<file path="src/rtl/enemy_motion_ctrl_if.sv">
// Bundle of per-frame control inputs and sprite-position outputs for enemy_motion_ctrl.
// master drives the video timing/game events; slave is the controller itself.
interface enemy_motion_ctrl_if;
    logic       start;
    logic       collision;
    logic [9:0] hcount;
    logic [9:0] vcount;
    logic [9:0] offset_x;
    logic [9:0] offset_y;
    logic       active;
    logic       frozen;
    logic [7:0] respawn_count;

    modport master (
        output start, collision, hcount, vcount,
        input  offset_x, offset_y, active, frozen, respawn_count
    );

    modport slave (
        input  start, collision, hcount, vcount,
        output offset_x, offset_y, active, frozen, respawn_count
    );
endinterface

</file>
<file path="src/rtl/enemy_motion_ctrl.sv">
// Enemy sprite motion: lane spawn, per-frame scroll, respawn and collision freeze.
// Define ENEMY_SPEEDUP_EN to ramp speed (adds SPEED_MAX / SPEEDUP_EVERY parameters).
module enemy_motion_ctrl #(
    parameter int unsigned LANES         = 3,
    parameter int unsigned LANE_BASE     = 160,
    parameter int unsigned LANE_STEP     = 120,
    parameter int unsigned Y_LIMIT       = 480,
    parameter int unsigned SPEED_INIT    = 2,
`ifdef ENEMY_SPEEDUP_EN
    parameter int unsigned SPEED_MAX     = 8,
    parameter int unsigned SPEEDUP_EVERY = 4,
`endif
    parameter int unsigned FREEZE_FRAMES = 60,
    parameter logic [7:0]  LFSR_SEED     = 8'hA5
) (
    input logic               clk,
    input logic               reset,
    enemy_motion_ctrl_if.slave bus
);
    localparam int FCW = $clog2(FREEZE_FRAMES + 1);

    typedef enum logic [1:0] {IDLE, SPAWN, MOVE, FREEZE} state_t;

    state_t         state_q, state_d;
    logic           frame_tick;
    logic [7:0]     lfsr_q;
    logic [9:0]     offset_x_q, offset_x_d;
    logic [9:0]     offset_y_q, offset_y_d;
    logic           active_q, active_d;
    logic           frozen_q, frozen_d;
    logic [7:0]     count_q, count_d;
    logic [1:0]     prev_lane_q, prev_lane_d;
    logic [FCW-1:0] freeze_cnt_q, freeze_cnt_d;
    logic [3:0]     speed;
    logic [1:0]     lane_raw, lane_pick;
    logic [10:0]    y_sum;

    // One pulse per frame, a clock after the scan passes the visible corner.
    // NOTE: sequential state uses <= so every register samples pre-edge values.
    always_ff @(posedge clk) begin
        if (reset) frame_tick <= 1'b0;
        else       frame_tick <= (bus.hcount == 10'd640) && (bus.vcount == 10'd480);
    end

    always_ff @(posedge clk) begin
        if (reset) lfsr_q <= LFSR_SEED;
        else       lfsr_q <= {lfsr_q[6:0], lfsr_q[7] ^ lfsr_q[5] ^ lfsr_q[4] ^ lfsr_q[3]};
    end

    // Fold the 2-bit draw into range, then never repeat the previous lane.
    always_comb begin
        lane_raw = lfsr_q[1:0];
        if (32'(lane_raw) >= LANES) lane_raw = 2'(32'(lane_raw) - LANES);
        lane_pick = lane_raw;
        if (lane_pick == prev_lane_q) lane_pick = 2'((32'(lane_pick) + 1) % LANES);
    end

    assign y_sum = {1'b0, offset_y_q} + {7'b0, speed};

    // NOTE: every variable gets its default first, so no branch can infer a latch.
    always_comb begin
        state_d      = state_q;
        offset_x_d   = offset_x_q;
        offset_y_d   = offset_y_q;
        active_d     = active_q;
        frozen_d     = frozen_q;
        count_d      = count_q;
        prev_lane_d  = prev_lane_q;
        freeze_cnt_d = freeze_cnt_q;
        unique case (state_q)
            IDLE: begin
                if (bus.start) state_d = SPAWN;
            end
            SPAWN: begin
                if (frame_tick) begin
                    offset_x_d  = 10'(LANE_BASE + 32'(lane_pick) * LANE_STEP);
                    offset_y_d  = '0;
                    active_d    = 1'b1;
                    prev_lane_d = lane_pick;
                    state_d     = MOVE;
                end
            end
            MOVE: begin
                // Collision beats a coincident frame tick: the enemy stops where it is.
                if (bus.collision) begin
                    state_d      = FREEZE;
                    frozen_d     = 1'b1;
                    freeze_cnt_d = FCW'(FREEZE_FRAMES);
                end else if (frame_tick) begin
                    if (y_sum >= 11'(Y_LIMIT)) begin
                        active_d   = 1'b0;
                        offset_y_d = '0;
                        if (count_q != 8'hFF) count_d = count_q + 8'd1;
                        state_d    = SPAWN;
                    end else begin
                        offset_y_d = y_sum[9:0];
                    end
                end
            end
            FREEZE: begin
                if (frame_tick) begin
                    if (freeze_cnt_q == FCW'(1)) begin
                        state_d      = SPAWN;
                        frozen_d     = 1'b0;
                        active_d     = 1'b0;
                        offset_y_d   = '0;
                        freeze_cnt_d = '0;
                    end else begin
                        freeze_cnt_d = freeze_cnt_q - FCW'(1);
                    end
                end
            end
            default: state_d = IDLE;
        endcase
    end

    always_ff @(posedge clk) begin
        if (reset) begin
            state_q      <= IDLE;
            offset_x_q   <= 10'(LANE_BASE);
            offset_y_q   <= '0;
            active_q     <= 1'b0;
            frozen_q     <= 1'b0;
            count_q      <= '0;
            prev_lane_q  <= '0;
            freeze_cnt_q <= '0;
        end else begin
            state_q      <= state_d;
            offset_x_q   <= offset_x_d;
            offset_y_q   <= offset_y_d;
            active_q     <= active_d;
            frozen_q     <= frozen_d;
            count_q      <= count_d;
            prev_lane_q  <= prev_lane_d;
            freeze_cnt_q <= freeze_cnt_d;
        end
    end

`ifdef ENEMY_SPEEDUP_EN
    logic [3:0] speed_q;

    // Ramp on every SPEEDUP_EVERY-th completed pass; a collision restarts the ramp.
    always_ff @(posedge clk) begin
        if (reset) begin
            speed_q <= 4'(SPEED_INIT);
        end else if (state_q == FREEZE && state_d == SPAWN) begin
            speed_q <= 4'(SPEED_INIT);
        end else if (state_q == MOVE && state_d == SPAWN &&
                     (32'(count_d) % SPEEDUP_EVERY) == 0 && 32'(speed_q) < SPEED_MAX) begin
            speed_q <= speed_q + 4'd1;
        end
    end

    assign speed = speed_q;
`else
    assign speed = 4'(SPEED_INIT);
`endif

    assign bus.offset_x      = offset_x_q;
    assign bus.offset_y      = offset_y_q;
    assign bus.active        = active_q;
    assign bus.frozen        = frozen_q;
    assign bus.respawn_count = count_q;
endmodule

</file>
<file path="src/flat_wrapper.sv">
// flat-port wrapper written by rule: the top's interface ports become plain ports
module enemy_motion_ctrl_flat 
#(
    parameter int unsigned LANES         = 3,
    parameter int unsigned LANE_BASE     = 160,
    parameter int unsigned LANE_STEP     = 120,
    parameter int unsigned Y_LIMIT       = 480,
    parameter int unsigned SPEED_INIT    = 2,

    parameter int unsigned FREEZE_FRAMES = 60,
    parameter logic [7:0]  LFSR_SEED     = 8'hA5
)
  (clk, reset, bus_start, bus_collision, bus_hcount, bus_vcount, bus_offset_x, bus_offset_y, bus_active, bus_frozen, bus_respawn_count);
  enemy_motion_ctrl_if bus_i ();
  input logic clk;
  input logic reset;
  input wire logic [$bits(bus_i.start)-1:0] bus_start;
  input wire logic [$bits(bus_i.collision)-1:0] bus_collision;
  input wire logic [$bits(bus_i.hcount)-1:0] bus_hcount;
  input wire logic [$bits(bus_i.vcount)-1:0] bus_vcount;
  output wire logic [$bits(bus_i.offset_x)-1:0] bus_offset_x;
  output wire logic [$bits(bus_i.offset_y)-1:0] bus_offset_y;
  output wire logic [$bits(bus_i.active)-1:0] bus_active;
  output wire logic [$bits(bus_i.frozen)-1:0] bus_frozen;
  output wire logic [$bits(bus_i.respawn_count)-1:0] bus_respawn_count;
  assign bus_i.start = bus_start;
  assign bus_i.collision = bus_collision;
  assign bus_i.hcount = bus_hcount;
  assign bus_i.vcount = bus_vcount;
  assign bus_offset_x = bus_i.offset_x;
  assign bus_offset_y = bus_i.offset_y;
  assign bus_active = bus_i.active;
  assign bus_frozen = bus_i.frozen;
  assign bus_respawn_count = bus_i.respawn_count;
  enemy_motion_ctrl #(.LANES(LANES), .LANE_BASE(LANE_BASE), .LANE_STEP(LANE_STEP), .Y_LIMIT(Y_LIMIT), .SPEED_INIT(SPEED_INIT), .FREEZE_FRAMES(FREEZE_FRAMES), .LFSR_SEED(LFSR_SEED)) u_core (.clk(clk), .reset(reset), .bus(bus_i));
endmodule
</file>
<file path="config.mk">
export PLATFORM = sky130hd
export DESIGN_NAME = enemy_motion_ctrl_flat
export DESIGN_NICKNAME = d
export VERILOG_FILES = /design/src/rtl/enemy_motion_ctrl_if.sv /design/src/rtl/enemy_motion_ctrl.sv /design/src/flat_wrapper.sv
export SDC_FILE = /design/constraint.sdc
export NUM_CORES = 1
export LEC_CHECK = 0
export ABC_AREA = 1
export CORE_MARGIN = 1.5
export CORE_UTILIZATION = 50
export CTS_BUF_LIST = sky130_fd_sc_hd__clkbuf_2 sky130_fd_sc_hd__clkbuf_4 sky130_fd_sc_hd__clkbuf_8
export DETAILED_ROUTE_END_ITERATION = 16
export GPL_ROUTABILITY_DRIVEN = 0
export PLACE_DENSITY = 0.8
export SLEW_MARGIN = 20
export SYNTH_ARGS = -nofsm -noshare
export SYNTH_HDL_FRONTEND = slang
export SYNTH_SLANG_ARGS = --single-unit
</file>
<file path="constraint.sdc">
create_clock -name clk -period 3.4 [get_ports clk]
set_input_delay 0.68 -clock clk [delete_from_list [all_inputs] [get_ports clk]]
set_output_delay 0.68 -clock clk [all_outputs]
set_load 0.005 [all_outputs]
</file>
==> results.yml <==
global_routing:
  grt_pass1_vias: 1836
  grt-ovfl-total: 0
  grtUsageTotal_pct: 19.3
  grt_pass1_wl_um: 7890
  antenna_found_initial: 0
  grt_max_degree: 15
logic_synthesis:
  synthAdderAreaFrac_pct: 6.58
  synth_warnings: 0
  synth_top_family_by_area: "simple AND/OR/NAND/NOR gates"
  synthXorXnorAreaFrac_pct: 5.38
  synth-compound-area-share_pct: 9.71
  netlist_area_um2: 2280
  synth_top_area_share_pct: 36.9
  synth_top_cell_by_area: "dfxtp_1"
  synthSimpleGateAreaFrac_pct: 30.2
  synth_edf_count: 0
  ys_async_sr_fraction_pct: 0
  ys_seq_area_share_pct: 36.9
  avgSynthCellArea_um2: 7.38
  synth.area.mux_share_pct: 0.439
  synth_ff_type: "dfxtp_1"
  netlist_instances: 309
  synth_commonest_cells: "nand2_1, dfxtp_1, inv_1"
  ys_top_cells_by_area: "dfxtp_1, nand2_1, ha_1, inv_1, nor2_1"
  yosysMostFrequentCell: "nand2_1"
  synth_cell_types: 35
  ys_ff_latch: 42
setup_path:
  cp.arrival_ps: 2310
  slowest_delay_ps: 400
  crit_path_end: "u_core.bus.offset_x[7]"
  reg2reg_depth: 10
  path_buf_inv: 1
  crit_start: "u_core.lfsr_q[0]"
  cp.required_ps: 3630
  reg2reg_slack_ps: 1330
  cpMaxStageDelayCell: "o21ai_0"
  start_kind: "flop"
  path_max_fanout: 4
  cp_num_cells: 10
  path_class: "flop to flop"
  r2r-end: "u_core.bus.offset_x[7]"
  end_kind: "flop"
  path_cells: "inv_1 > ha_1 > xnor2_1 > nand3_1 > nand2_1 > o21ai_0 > ha_1 > nor2_1 > nand2_1 > nand3_1"
  r2r-start: "u_core.lfsr_q[0]"
  path_delay_family: "adder cells"
layout:
  area_growth_pct: 24.8
  diodes: 0
  num-fill-cells: 377
  drive_gt1_share_pct: 8.96
  num-nets-final: 393
power_and_ir_drop:
  p_switching_mw: 0.496
  internal-power_mw: 0.907
  p_leak_nw: 1.23
  p_sw_share_pct: 35.4
  combPwrFrac_pct: 36.1
  power.density_nw_per_um2: 493
  pwr-share-clk_pct: 20.9
  seqPwrFrac_pct: 43.0
  irDropWorstVdd_mv: 0.352
cts:
  cts_buffers: 5
  clk_pin_slew_ps: 70
  hold_buffers: 0
  clockBufferDepth: 2
  h-tree-depth: 2
  insertion_delay_ps: 290
  cts_root_buffer: "clkbuf_8"
  cts_setup_buffers: 0
  cts_tree: "yes"
  cts_sinks: 42
  ctsResizeCount: 0
die:
  rows: 24
  dieArea_um2: 4980
  die_y_um: 70.5
  core_area_um2: 4380
  pin_count: 54
  die_w_um: 70.5
  start_util_pct: 52.0
run:
  drv_cap: 0
timing:
  timing.final.hold_violations: 0
  slew_violations: 0
  setup_viol: 0
  rsz0062_at_grt: "false"
  finClkSkew_ps: 8.99
  timing.fmax_ghz: 0.483
  min_period_ps: 2070
  fin_hold_ws_ps: 405
  setup_tns_ps: 0
  fin_crit_sh_pct: 61.0
route:
  avgRoutedWirePerCell_um: 10.9
  drt_wl_total_um: 4460
  final_antenna_net_count: 0
  drtIter0Drc: 78
  via_per_inst: 4.90
  firstDrtPassIters: 4
  drc: 0
  num_vias: 2005
status:
  status: "completed"
hold_path:
  hold_path.class: "flop to flop"
place:
  hpwl_um: 3480
  port_buffers: 48
-- final cells by class --
class                           instances  area, um^2  area share (%)
Timing Repair Buffer                   49         488            17.1
Multi-Input combinational cell        216        1210            42.5
Inverter                               43         164            5.76
Clock buffer                            5        68.8            2.42
Sequential cell                        42         841            29.5
Clock inverter                          2        10.0           0.351
Tap cell                               52        65.1            2.28
-- worst min path at each step --
stage,from,endpoint,slack [ps],cells after the start
after floorplan,u_core.lfsr_q[2],u_core.lfsr_q[3],390,2
after global placement,u_core.lfsr_q[6],u_core.lfsr_q[7],390,1
after detailed placement,u_core.lfsr_q[2],u_core.lfsr_q[3],400,2
after CTS,u_core.lfsr_q[2],u_core.lfsr_q[3],410,2
after global routing,u_core.lfsr_q[2],u_core.lfsr_q[3],430,2
final,u_core.lfsr_q[2],u_core.lfsr_q[3],410,2
-- cell usage in the layout, fill, tap and decap left out, types with 6 or more instances in the layout --
cell	Yosys	final
nand2_1	53	53
clkdlybuf4s50_1	0	48
dfxtp_1	42	42
inv_1	40	40
nor2_1	38	38
nand3_1	24	24
o21ai_0	14	14
a21oi_1	13	13
ha_1	12	12
xor2_1	8	8
xnor2_1	6	6
-- cell families (layout without fill, tap and decap cells) --
logic type | after synthesis | count (layout)
AND/OR/NAND/NOR | 147 | 147
adder cells (fa/ha/maj) | 12 | 12
multiplexers | 1 | 1
flip-flops | 42 | 42
buffers and inverters | 55 | 99
other | 1 | 5
XOR/XNOR | 14 | 14
AO/OA/AOI/OAI | 37 | 37
-- power by group through the flow --
| stage | Combinational (mW) | Clock, mW | Sequential, mW |
|---|---|---|---|
| 2_1_floorplan | 0.399 | 0 | 0.604 |
| 3_3_place_gp | 0.494 | 0 | 0.612 |
| 3_5_place_dp | 0.506 | 0 | 0.614 |
| 4_1_cts | 0.509 | 0.303 | 0.603 |
| 5_1_grt | 0.585 | 0.325 | 0.612 |
| 6_report | 0.506 | 0.294 | 0.603 |
-- layer usage --
layer  global-route usage, %  share of wire [%]  up-vias
li1                        -                  -     1070
met1                    24.1                 47      894
met2                    33.8                 49       32
met3                    3.99                3.0        9
met4                    6.08                1.5        0
met5                       0                  0        -
-- per-stage QoR --
stage	power [mW]	util (%)	cell area [um^2]	std cells	worst slack (ps)
final	1.40	65.0	2850	409	1330
after global routing	1.52	65.0	2850	409	1130
after CTS	1.42	65.0	2850	409	1350
after detailed placement	1.12	63.2	2770	402	1230
after global placement	1.11	63.2	2770	402	1270
after floorplan	1.00	-	2300	313	1620
-- flip-flops by register name, indices dropped and copies added (netlist names) --
register	count
u_core.bus.active	1
u_core.bus.frozen	1
u_core.bus.offset_x	4
u_core.bus.offset_y	9
u_core.bus.respawn_count	8
u_core.frame_tick	1
u_core.freeze_cnt_q	6
u_core.lfsr_q	8
u_core.prev_lane_q	2
u_core.state_q	2
-- worst reg2reg max path, cell delays in order, from the launching register on --
cell     delay [ps]
dfxtp_1         360
inv_1            70
ha_1            220
xnor2_1         150
nand3_1          90
nand2_1          80
o21ai_0         410
ha_1            340
nor2_1          140
nand2_1          70
nand3_1          90
(Power assumes the default switching activity.)
